## src/rtl/cpu_pkg.sv

```systemverilog
// Shared execute-stage types: opcode encoding, FSM states and datapath widths.
package cpu_pkg;

  localparam int XLEN       = 32;
  localparam int REG_ADDR_W = 5;

  typedef enum logic [3:0] {
    OP_ADD   = 4'd0,
    OP_SUB   = 4'd1,
    OP_AND   = 4'd2,
    OP_OR    = 4'd3,
    OP_XOR   = 4'd4,
    OP_SLL   = 4'd5,
    OP_SRL   = 4'd6,
    OP_SRA   = 4'd7,
    OP_SLT   = 4'd8,
    OP_SLTU  = 4'd9,
    OP_PASSB = 4'd10,
    OP_MUL   = 4'd11
  } alu_op_t;

  typedef enum logic [1:0] {
    ST_IDLE = 2'd0,
    ST_MUL  = 2'd1,
    ST_DONE = 2'd2
  } exec_state_t;

  function automatic logic is_mul_op(input logic [3:0] op);
    return op == OP_MUL;
  endfunction

endpackage

```

## src/rtl/cpu_mul_iter.sv

```systemverilog
// Iterative shift-add multiplier retiring MUL_STEP multiplier bits per cycle (XLEN/MUL_STEP cycles).
// done marks the cycle of the final step; product holds the low XLEN bits until the next start.
module cpu_mul_iter #(
  parameter int XLEN     = 32,
  parameter int MUL_STEP = 1
) (
  input  logic            clk,
  input  logic            rst_n,
  input  logic            start,
  input  logic [XLEN-1:0] a,
  input  logic [XLEN-1:0] b,
  output logic            done,
  output logic [XLEN-1:0] product
);

  localparam int STEPS = XLEN / MUL_STEP;
  localparam int CNT_W = $clog2(STEPS) + 1;

  logic [XLEN-1:0]  mcand_q, mcand_d;
  logic [XLEN-1:0]  mplier_q, mplier_d;
  logic [XLEN-1:0]  acc_q, acc_d;
  logic [XLEN-1:0]  partial;
  logic [CNT_W-1:0] cnt_q, cnt_d;
  logic             run_q, run_d;

  always_comb begin
    partial = '0;
    for (int i = 0; i < MUL_STEP; i++) begin
      if (mplier_q[i]) partial = partial + (mcand_q << i);
    end
  end

  assign done    = run_q && (cnt_q == CNT_W'(STEPS - 1));
  assign product = acc_q;

  always_comb begin
    mcand_d  = mcand_q;
    mplier_d = mplier_q;
    acc_d    = acc_q;
    cnt_d    = cnt_q;
    run_d    = run_q;
    if (start) begin
      mcand_d  = a;
      mplier_d = b;
      acc_d    = '0;
      cnt_d    = '0;
      run_d    = 1'b1;
    end else if (run_q) begin
      acc_d    = acc_q + partial;
      mcand_d  = mcand_q << MUL_STEP;
      mplier_d = mplier_q >> MUL_STEP;
      cnt_d    = cnt_q + CNT_W'(1);
      run_d    = !done;
    end
  end

  always_ff @(posedge clk or negedge rst_n) begin
    if (!rst_n) begin
      mcand_q  <= '0;
      mplier_q <= '0;
      acc_q    <= '0;
      cnt_q    <= '0;
      run_q    <= 1'b0;
    end else begin
      mcand_q  <= mcand_d;
      mplier_q <= mplier_d;
      acc_q    <= acc_d;
      cnt_q    <= cnt_d;
      run_q    <= run_d;
    end
  end

endmodule

```

## src/rtl/cpu_execute.sv

```systemverilog
// Execute stage: 1-cycle ALU, optional iterative MUL (CPU_EXECUTE_MUL_EN, 32/MUL_STEP+1 cycles).
// Registered output with valid/ready; in_ready drops while the result is stalled or a MUL runs.
module cpu_execute #(
  parameter int XLEN     = 32,
  parameter int MUL_STEP = 1
) (
  input  logic            clk,
  input  logic            rst_n,
  input  logic            in_valid,
  output logic            in_ready,
  input  logic [3:0]      op,
  input  logic [XLEN-1:0] rd1,
  input  logic [XLEN-1:0] rd2,
  input  logic [XLEN-1:0] imm,
  input  logic            use_imm,
  input  logic [4:0]      addrw_in,
  input  logic            writeen_in,
  output logic            out_valid,
  input  logic            out_ready,
  output logic [XLEN-1:0] result,
  output logic [4:0]      addrw,
  output logic            writeen,
  output logic            illegal,
  output logic            busy
);

  import cpu_pkg::*;

  if (XLEN != 32) begin : g_bad_xlen
    $error("cpu_execute: only XLEN=32 is supported");
  end
  if (MUL_STEP != 1 && MUL_STEP != 2 && MUL_STEP != 4) begin : g_bad_step
    $error("cpu_execute: MUL_STEP must be 1, 2 or 4");
  end

  logic [XLEN-1:0] op_b, alu_res;
  logic            alu_ill;
  logic            out_free, accept, ready_st;

  logic            ld_vld, ld_raw_we, ld_ill;
  logic [XLEN-1:0] ld_res;
  logic [4:0]      ld_addr;

  logic            vld_q, vld_d, we_q, we_d, ill_q, ill_d;
  logic [XLEN-1:0] res_q, res_d;
  logic [4:0]      addr_q, addr_d;

  assign op_b     = use_imm ? imm : rd2;
  assign out_free = !vld_q || out_ready;
  assign in_ready = rst_n && ready_st && out_free;
  assign accept   = in_valid && in_ready;

  always_comb begin
    alu_res = '0;
    alu_ill = 1'b0;
    case (op)
      OP_ADD:   alu_res = rd1 + op_b;
      OP_SUB:   alu_res = rd1 - op_b;
      OP_AND:   alu_res = rd1 & op_b;
      OP_OR:    alu_res = rd1 | op_b;
      OP_XOR:   alu_res = rd1 ^ op_b;
      OP_SLL:   alu_res = rd1 << op_b[4:0];
      OP_SRL:   alu_res = rd1 >> op_b[4:0];
      OP_SRA:   alu_res = $unsigned($signed(rd1) >>> op_b[4:0]);
      OP_SLT:   alu_res = {{(XLEN-1){1'b0}}, ($signed(rd1) < $signed(op_b))};
      OP_SLTU:  alu_res = {{(XLEN-1){1'b0}}, (rd1 < op_b)};
      OP_PASSB: alu_res = op_b;
      // MUL takes the multiplier path when compiled in; otherwise it lands here as illegal
      default:  alu_ill = 1'b1;
    endcase
  end

`ifdef CPU_EXECUTE_MUL_EN
  exec_state_t     state_q, state_d;
  logic            mul_start, mul_done;
  logic [XLEN-1:0] mul_prod;
  logic [4:0]      maddr_q, maddr_d;
  logic            mwe_q, mwe_d;

  cpu_mul_iter #(
    .XLEN     (XLEN),
    .MUL_STEP (MUL_STEP)
  ) u_mul (
    .clk     (clk),
    .rst_n   (rst_n),
    .start   (mul_start),
    .a       (rd1),
    .b       (op_b),
    .done    (mul_done),
    .product (mul_prod)
  );

  assign ready_st = (state_q == ST_IDLE);
  assign busy     = (state_q != ST_IDLE);

  always_comb begin
    state_d   = state_q;
    mul_start = 1'b0;
    maddr_d   = maddr_q;
    mwe_d     = mwe_q;
    ld_vld    = 1'b0;
    ld_res    = alu_res;
    ld_addr   = addrw_in;
    ld_raw_we = writeen_in;
    ld_ill    = alu_ill;
    case (state_q)
      ST_IDLE: begin
        if (accept) begin
          if (is_mul_op(op)) begin
            mul_start = 1'b1;
            maddr_d   = addrw_in;
            mwe_d     = writeen_in;
            state_d   = ST_MUL;
          end else begin
            ld_vld = 1'b1;
          end
        end
      end
      ST_MUL: begin
        if (mul_done) state_d = ST_DONE;
      end
      ST_DONE: begin
        if (out_free) begin
          ld_vld    = 1'b1;
          ld_res    = mul_prod;
          ld_addr   = maddr_q;
          ld_raw_we = mwe_q;
          ld_ill    = 1'b0;
          state_d   = ST_IDLE;
        end
      end
      default: state_d = ST_IDLE;
    endcase
  end

  always_ff @(posedge clk or negedge rst_n) begin
    if (!rst_n) begin
      state_q <= ST_IDLE;
      maddr_q <= '0;
      mwe_q   <= 1'b0;
    end else begin
      state_q <= state_d;
      maddr_q <= maddr_d;
      mwe_q   <= mwe_d;
    end
  end
`else
  assign ready_st  = 1'b1;
  assign busy      = 1'b0;
  assign ld_vld    = accept;
  assign ld_res    = alu_res;
  assign ld_addr   = addrw_in;
  assign ld_raw_we = writeen_in;
  assign ld_ill    = alu_ill;
`endif

  // Illegal results never write, and x0 is never written.
  always_comb begin
    vld_d  = ld_vld || (vld_q && !out_ready);
    res_d  = res_q;
    addr_d = addr_q;
    we_d   = we_q;
    ill_d  = ill_q;
    if (ld_vld) begin
      res_d  = ld_ill ? '0 : ld_res;
      addr_d = ld_addr;
      we_d   = ld_raw_we && (ld_addr != 5'd0) && !ld_ill;
      ill_d  = ld_ill;
    end
  end

  always_ff @(posedge clk or negedge rst_n) begin
    if (!rst_n) begin
      vld_q  <= 1'b0;
      res_q  <= '0;
      addr_q <= '0;
      we_q   <= 1'b0;
      ill_q  <= 1'b0;
    end else begin
      vld_q  <= vld_d;
      res_q  <= res_d;
      addr_q <= addr_d;
      we_q   <= we_d;
      ill_q  <= ill_d;
    end
  end

  assign out_valid = vld_q;
  assign result    = res_q;
  assign addrw     = addr_q;
  assign writeen   = we_q;
  assign illegal   = ill_q;

endmodule

```

## config.mk

```make
export PLATFORM = sky130hd
export DESIGN_NAME = cpu_execute
export DESIGN_NICKNAME = d
export VERILOG_FILES = /design/src/rtl/cpu_pkg.sv /design/src/rtl/cpu_mul_iter.sv /design/src/rtl/cpu_execute.sv
export SDC_FILE = /design/constraint.sdc
export NUM_CORES = 1
export LEC_CHECK = 0
export BUFFER_PORTS_ARGS = -buffer_cell sky130_fd_sc_hd__buf_2
export CORE_AREA = 8 8 138 192
export CTS_CLUSTER_DIAMETER = 60
export DETAILED_ROUTE_END_ITERATION = 6
export DIE_AREA = 0 0 146 200
export GPL_ROUTABILITY_DRIVEN = 1
export HOLD_SLACK_MARGIN = 0.03
export PLACE_DENSITY = 0.73
export REMOVE_ABC_BUFFERS = 1
export SLEW_MARGIN = 20
export SYNTH_ARGS = -nofsm -noshare
export SYNTH_HDL_FRONTEND = slang
export SYNTH_SLANG_ARGS = --single-unit
```

## constraint.sdc

```tcl
create_clock -name clk -period 1.7 [get_ports clk]
set_clock_uncertainty 0.05 [all_clocks]
set_input_delay 0.255 -clock clk [delete_from_list [all_inputs] [get_ports clk]]
set_output_delay 0.255 -clock clk [all_outputs]
set_load 0.01 [all_outputs]
```

==> flow_metrics.tcl, run 1 <==
set metrics [dict create \
    outcome "did not finish" \
    haltStage "5_1_grt" \
    firstError "[ERROR GRT-0232] Routing congestion too high. Check the congestion heatmap in the GUI." \
    synth_top_cell_area_share_pct 11.2 \
    async_reset_ff_share_pct 100 \
    avgSynthCellArea_sq_um 7.46 \
    root_buffer "clkbuf_16" \
    grtUsageTotal_pct 59.7 \
    start_util_pct 49.1 \
    synth_area_sq_mm 0.0116 \
    place.gp.congestion 1.13 \
    ys.warnings.count 0 \
    synth_edf_count 0 \
    dp_cells 2460 \
    yosys.cell_types.count 88 \
    die_w_um 146 \
    rows 67 \
    dpl.hpwl_um 53900 \
    ios 153 \
    die_h_um 200 \
    synth_top_area_cell "ha_1" \
    ys_seq_elements 40 \
    clkSinkCount 40 \
    io_buffers 151 \
    synthCells 1554 \
    ys_seq_area_share_pct 8.63 \
    grt_overflow 9 \
    postGrtWorstEndpoint "result[20]$_DFFE_PN0P_/D" \
    grt_max_degree 58 \
    clk_path_buf_depth 2 \
    cts-htree-levels 2 \
    cts_buffers 5 \
    ys.flop_type "dfrtp_1" \
    synth.area.top_cells "ha_1 11%, mux2i_1 9.0%, dfrtp_1 8.6%" \
    endpoint_type "sequential cell input" \
]
==> cell families after synthesis <==
family | after synthesis | share of synthesized area [%]
buffers and inverters | 218 | 7.96
muxes | 171 | 20.3
DFF | 40 | 8.63
adders and majority gates | 106 | 11.6
and+or+nand+nor | 455 | 18.3
AOI/OAI and AO/OA | 547 | 32.0
other | 1 | 0.0323
xor gates and xnor gates | 16 | 1.21
==> synthesized netlist by cell type, types with 25 or more instances <==
cell,instances
nand2_1,160
a21oi_1,122
nor2_1,119
ha_1,104
mux2i_1,104
inv_1,89
o21ai_0,83
clkbuf_1,75
mux4_2,44
dfrtp_1,40
o211ai_1,39
nand3_1,37
o22ai_1,33
nor3_1,31
a31oi_1,30
a211oi_1,27
buf_2,25
==> metrics by stage <==
step | TNS [ns] | setup slack (ns) | instance area (sq um) | utilization, %
detailed placement | -56.11 | -2.09 | 16700 | 70.8
global placement | -53.64 | -1.99 | 16700 | 70.8
floorplan | -154.41 | -5.17 | 11000 | -
CTS | -34.58 | -1.29 | 18700 | 79.0
==> routing by layer <==
layer | GRT usage, % | GRT overflow
met5 | 4.16 | 0
met4 | 62.3 | 5
met3 | 33.5 | 0
met2 | 85.2 | 4
met1 | 58.9 | 0
==> timing repair <==
action,in CTS
pin swaps,92
buffers inserted,49
gates resized for setup,263
setup endpoints to repair,32
hold buffers,0
cloned,8
==> run 2: changes to the inputs <==
--- a/config.mk
+++ b/config.mk
@@ -6,13 +6,11 @@
 export NUM_CORES = 1
 export LEC_CHECK = 0
 export BUFFER_PORTS_ARGS = -buffer_cell sky130_fd_sc_hd__buf_2
-export CORE_AREA = 8 8 138 192
-export CTS_CLUSTER_DIAMETER = 60
+export CORE_AREA = 8 8 192 194
 export DETAILED_ROUTE_END_ITERATION = 6
-export DIE_AREA = 0 0 146 200
+export DIE_AREA = 0 0 200 202
 export GPL_ROUTABILITY_DRIVEN = 1
-export HOLD_SLACK_MARGIN = 0.03
-export PLACE_DENSITY = 0.73
+export PLACE_DENSITY_LB_ADDON = 0.15
 export REMOVE_ABC_BUFFERS = 1
 export SLEW_MARGIN = 20
 export SYNTH_ARGS = -nofsm -noshare
==> constraint.sdc (replaced) <==
create_clock -name clk -period 2.21 [get_ports clk]
set_clock_uncertainty 0.05 [all_clocks]
set_input_delay 0.3315 -clock clk [delete_from_list [all_inputs] [get_ports clk]]
set_output_delay 0.3315 -clock clk [all_outputs]
set_load 0.01 [all_outputs]
==> flow_metrics.tcl, run 2 <==
set metrics [dict create \
    outcome "finished, violations left" \
    violations "DRC, setup timing" \
    critPathBufInv 5 \
    cts_tree "yes" \
    drive_gt1_share_pct 48.8 \
    crit_path_end_kind "flip-flop" \
    hold_viol_final 0 \
    die_area_sq_mm 0.0404 \
    largest_reg_flops 32 \
    synthTopCellsByCount "160 x nand2_1, 122 x a21oi_1, 119 x nor2_1, 104 x ha_1, 104 x mux2i_1" \
    clk_pin_slew_ns 0.07 \
    num_vias 16500 \
    worstPathMaxFanout 4 \
    synth_top_family_by_area "compound AO/OA/AOI/OAI gates" \
    drtPass1Iterations 7 \
    grt_setup_unrepaired "yes" \
    fin_util_pct 57.0 \
    mostFrequentLayoutCells "595 x buf_4, 153 x nand2_1, 150 x buf_2" \
    synthMuxAreaShare_pct 20.3 \
    final_common_cell "buf_4" \
    fin_crit_sh_pct 143 \
    clock_latency_ns 0.32 \
    yosysMostFrequentCell "nand2_1" \
    cts-htree-levels 2 \
    setup_viol 32 \
    drt_iter0_markers 1955 \
    synthCells 1554 \
    crit_path_top_delay_cell "fa_2" \
    post-route-drc-count 8 \
    fmax_ghz 0.316 \
    cts_buffers 5 \
    yosys.cell_types.count 88 \
    io_buffers 151 \
    slew_viol_final 0 \
    totalWireLength_um 73400 \
    whs_ns 0.103 \
    crit_arrival_ns 3.33 \
    slowest_delay_ns 0.42 \
    p_leak_nw 8.93 \
    vdd_drop_max_mv 0.297 \
    synth_edf_count 0 \
    cap_violations 0 \
    clk_path_buf_depth 2 \
    ys_seq_area_share_pct 8.63 \
    final_nets 2458 \
    ys_seq_elements 40 \
    routedWlPerCell_um 27.2 \
    grt_max_degree 58 \
    crit_chain "buf_12 -> buf_8 -> mux2i_4 -> buf_6 -> inv_6 -> fa_2 -> a211oi_2 -> buf_4 -> o211ai_1 -> nand4_1 -> a21oi_2 -> or2_4 -> a21o_4 -> a221o_1 -> a21o_1" \
    die_h_um 202 \
    path_class "in -> reg" \
    fp.coreArea_sq_mm 0.0339 \
    start_util_pct 34.2 \
    setup_ws_ns -0.959 \
    place.gp.congestion 1.05 \
    grt_overflow 0 \
    die_w_um 200 \
    min_path_type "in -> async" \
    grt_pass1_vias 15700 \
    ios 153 \
    synthAdderAreaFrac_pct 11.6 \
    yosys.area_share.simple_pct 18.3 \
    vias_per_cell 6.14 \
    tightestPinTransition_ns 0.847 \
    ant_nets 0 \
    ys.warnings.count 0 \
    synth_area_sq_mm 0.0116 \
    holdBufCountCts 0 \
    required_ns 2.37 \
    synth_compound_area_share_pct 32.0 \
    avgSynthCellArea_sq_um 7.46 \
    synth_top_cell_area_share_pct 11.2 \
    synth_top_area_cell "ha_1" \
    grtUsageTotal_pct 34.7 \
    power_w 0.00790 \
    power.density_mw_per_mm2 409 \
    antenna_found_initial 0 \
    ys.flop_type "dfrtp_1" \
    slew_headroom_pct 43.2 \
    cpLargestDelayFamily "compound AO/OA/AOI/OAI gates" \
    async_reset_ff_share_pct 100 \
    root_buffer "clkbuf_16" \
    synthXorXnorAreaFrac_pct 1.21 \
    diodes 0 \
    layout_min_cycle_time_ns 3.17 \
    dpl.hpwl_um 57500 \
    areaGrowthSynthToFinish_pct 66.7 \
    rows 68 \
    grt_pass1_wl_um 105000 \
    clkSinkCount 40 \
    synth.area.top_cells "ha_1 11%, mux2i_1 9.0%, dfrtp_1 8.6%" \
    crit_path_start_kind "input pin" \
]
run 2: metrics by stage:
| step | cell area (sq um) | instances | setup TNS, ns | setup WS [ns] |
|---|---|---|---|---|
| final | 19300 | 2697 | -21.89 | -0.959 |
| after detailed placement | 17100 | 2643 | -47.05 | -1.82 |
| after floorplan | 11000 | 1430 | -137.59 | -4.73 |
| after CTS | 18200 | 2671 | -22.22 | -0.883 |
| after global placement | 17100 | 2643 | -45.67 | -1.78 |
| after global routing | 19300 | 2697 | -24.53 | -1.01 |
run 2: metal layers:
layer | GRT usage [%] | wire length [um] | vias to the layer above
li1 | - | - | 7298
met1 | 49.0 | 31100 | 8056
met2 | 51.2 | 31700 | 1040
met3 | 6.07 | 7390 | 155
met4 | 13.5 | 3270 | 0
met5 | 0 | 0 | -
run 2: power by group:
group	total, W	internal (W)	switching, W
Sequential	0.000913	0.000833	0.0000800
Combinational	0.00598	0.00282	0.00316
Clock	0.00101	0.000542	0.000468
Total	0.00790	0.00419	0.00371
run 2: logic make-up after synthesis:
family          Yosys count
mux                     171
simple gates            455
fa+ha+maj               106
compound gates          547
xor+xnor                 16
flops                    40
other cells               1
buf+inv                 218
run 2: final timing paths:
kind	cells after the start	start	end	slack [ns]
max	15	use_imm	result[30]$_DFFE_PN0P_	-0.96
max in group asynchronous	2	rst_n	result[2]$_DFFE_PN0P_	1.47
max reg2reg	10	out_valid$_DFF_PN0_	result[30]$_DFFE_PN0P_	-0.06
min in group clk	2	addrw_in[2]	addrw[2]$_DFFE_PN0P_	0.20
min	2	rst_n	writeen$_DFFE_PN0P_	0.10
min reg2reg	2	writeen$_DFFE_PN0P_	writeen$_DFFE_PN0P_	0.44
run 2: what timing repair did:
item	in CTS	in global routing
resized for setup	146	188
setup buffers	20	25
endpoints found under the hold margin	0	0
pin swaps	53	75
cloned	2	4
setup endpoints to repair	32	32
run 2: worst register-to-register path, stage by stage, from the launching register on:
cell and delay (ns):
dfrtp_1 0.38, nand2b_1 0.09, and2_1 0.17, nand2_2 0.14, buf_4 0.20, buf_4 0.21
a21oi_2 0.26, buf_12 0.21, nand2_1 0.14, o221ai_1 0.22, a21o_1 0.15
run 2: final cells by class:
class,instances,area [sq um]
Tap cell,455,569
Clock inverter,3,46.3
Sequential cell,40,1000
Multi-Input combinational cell,1296,11000
Timing Repair Buffer,804,6230
Fill cell,3218,14600
Inverter,94,363
Clock buffer,5,125
No activity file was read; power rests on OpenSTA's default activity.
